File: config.mk
export PLATFORM = sky130hd
export DESIGN_NAME = mbyte_add_seq
export DESIGN_NICKNAME = d
export VERILOG_FILES = /design/src/rtl/mbadd_pkg.sv /design/src/rtl/mbadd_sat.sv /design/src/rtl/mbyte_add_seq.sv
export SDC_FILE = /design/constraint.sdc
export NUM_CORES = 1
export LEC_CHECK = 0
export ABC_AREA = 1
export BUFFER_PORTS_ARGS = -buffer_cell sky130_fd_sc_hd__buf_4
export CORE_MARGIN = 2
export CORE_UTILIZATION = 40
export CTS_CLUSTER_SIZE = 40
export DETAILED_ROUTE_END_ITERATION = 12
export GPL_TIMING_DRIVEN = 1
export PLACE_DENSITY = 0.66
export SLEW_MARGIN = 20
export SYNTH_ARGS = -nofsm -noshare
export SYNTH_HDL_FRONTEND = slang
export SYNTH_SLANG_ARGS = --single-unit
File: constraint.sdc
create_clock -name clk -period 1.7 [get_ports clk]
set_clock_uncertainty 0.15 [all_clocks]
set_input_delay 0.51 -clock clk [delete_from_list [all_inputs] [get_ports clk]]
set_output_delay 0.51 -clock clk [all_outputs]
set_load 0.05 [all_outputs]
File: src/rtl/mbadd_pkg.sv
// Shared definitions for the multi-byte add sequencer.
//   BYTE_W      : width of one adder slice
//   byte_t      : one operand/result byte
//   ST_IDLE/ST_RUN/ST_DONE : sequencer state encoding
package mbadd_pkg;

  localparam int unsigned BYTE_W = 8;

  typedef logic [BYTE_W-1:0] byte_t;

  localparam logic [1:0] ST_IDLE = 2'd0;
  localparam logic [1:0] ST_RUN  = 2'd1;
  localparam logic [1:0] ST_DONE = 2'd2;

endpackage

File: src/rtl/mbadd_sat.sv
// Signed saturation mux for the wide adder result.
// When the final overflow flag is set, the raw wrap-around sum is replaced by the largest
// positive value (A non-negative) or the most negative value (A negative). The zero flag is
// recomputed on the replaced value, which is never zero.
// Ports:
//   sum_in  : raw wide sum
//   v       : signed overflow of the most significant byte
//   a_msb   : sign bit of operand A
//   z_in    : zero flag of the raw sum
//   sum_out : saturated (or passed-through) sum
//   z_out   : zero flag of sum_out
module mbadd_sat
  import mbadd_pkg::*;
#(
  parameter int unsigned W = 4 * BYTE_W
) (
  input  logic [W-1:0] sum_in,
  input  logic         v,
  input  logic         a_msb,
  input  logic         z_in,
  output logic [W-1:0] sum_out,
  output logic         z_out
);

  logic [W-1:0] sat_val;

  always_comb begin
    // 0x7F..FF for a positive overflow, 0x80..00 for a negative one.
    sat_val = {a_msb, {(W-1){~a_msb}}};
    if (v) begin
      sum_out = sat_val;
      z_out   = 1'b0;
    end else begin
      sum_out = sum_in;
      z_out   = z_in;
    end
  end

endmodule

File: src/rtl/mbyte_add_seq.sv
// Multi-byte add sequencer sitting in front of an external 8-bit ripple adder.
// Operands of NBYTES bytes are accepted over in_valid/in_ready, fed to the adder one byte per
// cycle LSB first with the carry chained between bytes, and the collected wide result plus
// C/V/Z flags are returned over out_valid/out_ready.
// Optional feature: define MBADD_SAT_EN to saturate the result on signed overflow.
// Ports:
//   clk, rst_n              : clock (rising edge), asynchronous active-low reset
//   in_valid/in_ready       : operand handshake; in_ready is high only while idle
//   in_a, in_b              : operands (NBYTES*8 bits)
//   in_cin                  : initial carry (1 for subtraction)
//   in_sub                  : invert B before adding
//   add_a, add_b, add_cin   : byte slice presented to the external adder (0 when not running)
//   add_sum, add_c, add_v, add_z : combinational adder results for the presented slice
//   out_valid/out_ready     : result handshake; result held while out_ready is low
//   out_sum, out_c, out_v, out_z : wide result and flags
module mbyte_add_seq
  import mbadd_pkg::*;
#(
  parameter int unsigned NBYTES = 4
) (
  input  logic                     clk,
  input  logic                     rst_n,
  input  logic                     in_valid,
  output logic                     in_ready,
  input  logic [NBYTES*BYTE_W-1:0] in_a,
  input  logic [NBYTES*BYTE_W-1:0] in_b,
  input  logic                     in_cin,
  input  logic                     in_sub,
  output logic [BYTE_W-1:0]        add_a,
  output logic [BYTE_W-1:0]        add_b,
  output logic                     add_cin,
  input  logic [BYTE_W-1:0]        add_sum,
  input  logic                     add_c,
  input  logic                     add_v,
  input  logic                     add_z,
  output logic                     out_valid,
  input  logic                     out_ready,
  output logic [NBYTES*BYTE_W-1:0] out_sum,
  output logic                     out_c,
  output logic                     out_v,
  output logic                     out_z
);

  localparam int unsigned W     = NBYTES * BYTE_W;
  localparam int unsigned IDX_W = $clog2(NBYTES);
  localparam logic [IDX_W-1:0] LAST_IDX = IDX_W'(NBYTES - 1);

  logic [1:0] state_q, state_d;

  byte_t [NBYTES-1:0] a_q;
  byte_t [NBYTES-1:0] b_q;    // already inverted for subtraction
  byte_t [NBYTES-1:0] sum_q;
  logic [IDX_W-1:0]   idx_q;
  logic               carry_q;
  logic               zacc_q; // running AND of the per-byte zero flags
  logic               c_q;
  logic               v_q;

  logic accept;
  logic run;
  logic last_byte;

  assign in_ready  = (state_q == ST_IDLE);
  assign out_valid = (state_q == ST_DONE);
  assign run       = (state_q == ST_RUN);
  assign accept    = in_valid && in_ready;
  assign last_byte = run && (idx_q == LAST_IDX);

  // Adder slice; idx_q never exceeds LAST_IDX while running.
  always_comb begin
    add_a   = '0;
    add_b   = '0;
    add_cin = 1'b0;
    if (run) begin
      add_a   = a_q[idx_q];
      add_b   = b_q[idx_q];
      add_cin = carry_q;
    end
  end

  always_comb begin
    state_d = state_q;
    case (state_q)
      ST_IDLE: if (in_valid)  state_d = ST_RUN;
      ST_RUN:  if (last_byte) state_d = ST_DONE;
      ST_DONE: if (out_ready) state_d = ST_IDLE;
      default:                state_d = ST_IDLE;
    endcase
  end

  always_ff @(posedge clk or negedge rst_n) begin
    if (!rst_n) begin
      state_q <= ST_IDLE;
      a_q     <= '0;
      b_q     <= '0;
      sum_q   <= '0;
      idx_q   <= '0;
      carry_q <= 1'b0;
      zacc_q  <= 1'b0;
      c_q     <= 1'b0;
      v_q     <= 1'b0;
    end else begin
      state_q <= state_d;
      if (accept) begin
        a_q     <= in_a;
        b_q     <= in_sub ? ~in_b : in_b;
        carry_q <= in_cin;
        zacc_q  <= 1'b1;
        idx_q   <= '0;
      end else if (run) begin
        sum_q[idx_q] <= add_sum;
        carry_q      <= add_c;
        zacc_q       <= zacc_q & add_z;
        if (last_byte) begin
          // Final C and V come from the most significant byte only.
          c_q   <= add_c;
          v_q   <= add_v;
          idx_q <= '0;
        end else begin
          idx_q <= idx_q + IDX_W'(1);
        end
      end
    end
  end

  assign out_c = c_q;
  assign out_v = v_q;

`ifdef MBADD_SAT_EN
  mbadd_sat #(
    .W (W)
  ) u_sat (
    .sum_in  (sum_q),
    .v       (v_q),
    .a_msb   (a_q[NBYTES-1][BYTE_W-1]),
    .z_in    (zacc_q),
    .sum_out (out_sum),
    .z_out   (out_z)
  );
`else
  assign out_sum = sum_q;
  assign out_z   = zacc_q;
`endif

endmodule

==> results.md <==
- Max-Cap Viols: 0
- Antenna violations before repair: 0
- Setup TNS: -7.93 ns
- Startpoint class of the critical path: flip-flop
- Synthesized area per cell: 8.81 µm²
- Final WL: ~13 mm
- Minimum clock period: approximately 2.2 ns
- Initial drt markers: 187
- Mapped Area: 5160 µm²
- FMAX: between 400 and 500 MHz
- Clock Latency Late Sink: 0.34 ns
- Power per cell area: between 2000 and 2500 nW/µm²
- IO Port Bufs: approximately 130
- Final Hold Violating Endpoints: 0
- Most instantiated cells after synthesis: nand2_1, dfrtp_1, inv_1
- Clk buf depth: 2
- Reg power frac: between 20% and 30%
- Setup WS post-layout: -0.482 ns
- Share of cells above drive strength 1: 41.5%
- Clock Power Share: around 13%
- Area Growth Syn to Fin: 44.8%
- Syn nets: roughly 670
- CTS clk-pin slew, worst paths: 0.07 ns
- Largest family of logic cells by synthesized area: simple AND/OR/NAND/NOR gates
- Largest net degree at the start of global routing: 65
- Adder-cell area share of the yosys netlist: less than 1%
- Synth Area in Compound Gates: 14.3%
- Finish-stage setup viols: 19
- Critical Path AT: between 1.5 and 2 ns
- Via density per instance: approximately 4.7
- Post-route clock period utilization: 128%
- Unrepaired setup endpoints after global routing: yes
- TritonCTS buffer count: 9
- Final net count: ~820
- Die Width: about 120 µm
- Pint: 8.83 mW
- Detail Placement HPWL: 9.21 mm
- Die Area: about 14000 µm²
- Count leader, synth: nand2_1
- Share of the synthesized area in the top cell type: 50.4%
- Distinct cells, synth: 26
- Hold Path Class: in2reg
- TritonCTS clock tree: yes
- Initial core utilization: roughly two fifths
- Multiplexer share of the synthesized area: 0%
- Seq cells post-synth: around 100
- Syn Inst Count: roughly 600
- Data required, critical path: 1.04 ns
- Sw Share: between 40% and 50%
- Yosys warns: 0
- Average wire per standard cell: 14.3 µm
- Drt pass-1 iters: 4
- Maximum vdd drop: 1530 µV
- Number of global-route vias before repair: 4357
- CTS root buf: clkbuf_16
- GPL Wtd Cong: 0.843
- Failing checks: negative setup slack
- Status: finished, violations left
- Crit path kind: reg2out
- Grt total ovfl: 0
- Post-Synth Simple-Gate Area: between 10% and 20%
- Vias: between 4k and 5k
- Die height: 118 µm
- CP endpoint kind: output port
- Worst slew pin tran: 0.402 ns
- CTS Sinks: between 100 and 150
- GRT Total Usage: 19.4%
- XOR/XNOR Fraction of Synth Area: 5.43%
- Synth area leader: dfrtp_1
- Rows: slightly above 40
- P_sw: ~8.3 mW
- Synth top area cells: dfrtp_1, nand2_1, o21ai_2
- Slew headroom: 72.9%
- Critical Path Fanout Max: 17
- Leakage: roughly 3.6 nW
- Register area share after synthesis: between 50 and 60%
- Core ar.: roughly 13000 µm²
- Global-route wire length before repair: ~21 mm
- Antenna Nets Post-Route: 0
- I/O pins: between 100 and 150
- Minimum hold slack: about 0.21 ns
- Post-route DRC: 0
- Slew Limit Fails: 0
- Number of flops mapped to enable cells by yosys: 0
- H-tree depth: 3
- Main synth FF type: dfrtp_1
- # diodes: 0
- FFs w/ async S/R, synth: 100%
- Post-place setup slack: -0.184 ns
- Logic pwr share: ~63%
[cells in the final DEF (no fill, tap or decap), types with 5 or more instances in the layout]
master / instances
buf_6: 19
xnor2_1: 32
o21ai_0: 37
a21oi_4: 16
dfrtp_1: 103
o21ai_1: 21
clkbuf_16: 11
nand2_2: 16
inv_1: 73
buf_12: 11
o21ai_2: 41
nand2_1: 158
buf_4: 128
nand2_4: 5
nand3_2: 32
[critical path: stages, from the launching register on]
cell and delay [ns]:
dfrtp_2 0.46, buf_12 0.17, nand2_1 0.08, nand3_2 0.10, a21oi_4 0.18, buf_6 0.17
[per-layer routing]
layer / share of wire, % / wire length [µm] / vias to the layer above / GRT usage, %
li1: - / - / 2132 / -
met1: 44 / 5690 / 2027 / 24.6
met2: 51 / 6590 / 107 / 32.6
met3: 4.7 / 611 / 8 / 5.57
met4: 1.0 / 134 / 0 / 4.97
met5: 0 / 0 / - / 0
[power by group through the flow]
| stage | sequential (mW) | combinational (mW) | clock [mW] |
|---|---|---|---|
| floorplan | 5.61 | 5.97 | 0 |
| global placement | 4.24 | 9.44 | 0 |
| detailed placement | 4.29 | 9.58 | 0 |
| CTS | 4.26 | 10.3 | 2.22 |
| global route | 4.40 | 11.5 | 2.32 |
| finish | 4.25 | 10.7 | 2.14 |
[kinds of logic (layout without fill, tap and decap cells)]
logic type / Yosys count / in the layout
simple gates: 218 / 220
fa+ha+maj: 4 / 4
buf+inv: 112 / 262
flops: 104 / 104
xor+xnor: 32 / 32
compound gates: 116 / 116
[timing repair]
item	CTS	global route
resized for setup	33	34
setup buffers	3	5
cloned	2	5
pin swaps	4	6
hold buffers	1	0
endpoints found under the setup margin	19	82
hold endpoints to repair	20	0
[per-stage QoR]
step / power [mW] / instance area [µm²] / std cells / utilization, %
floorplan: 11.6 / 5600 / 586 / -
global placement: 13.7 / 6760 / 882 / 53.5
detailed placement: 13.9 / 6760 / 882 / 53.5
CTS: 16.7 / 7270 / 903 / 57.6
global route: 18.2 / 7470 / 910 / 59.2
finish: 17.1 / 7470 / 910 / 59.2
[registers in the layout (all words and copies together), names as in the netlist]
signal   cells
a_q         32
b_q         32
out_sum     32
idx_q        2
state_q      2
carry_q      1
out_c        1
out_v        1
out_z        1
[cell type report]
class,count,area (µm²)
clock buffer,10,239
clock inverter,6,72.6
fill,1107,5140
inverter,78,323
multi-input combinational,372,2440
sequential,104,2600
tap,172,215
timing repair buffer,167,1580
timing repair inverter,1,8.76
[path summary, 6_finish.rpt]
kind                           start  slack [ns]  cells after the start         end
min                        out_ready        0.21                      2  state_q[1]
max in group asynchronous      rst_n        0.44                      3    idx_q[0]
min reg2reg                    out_c        0.33                      2       out_c
min in group asynchronous      rst_n        0.47                      2     b_q[13]
max reg2reg                 idx_q[0]           0                      5    idx_q[0]
max                         idx_q[0]       -0.48                      5    add_a[6]
(Power assumes the default switching activity.)
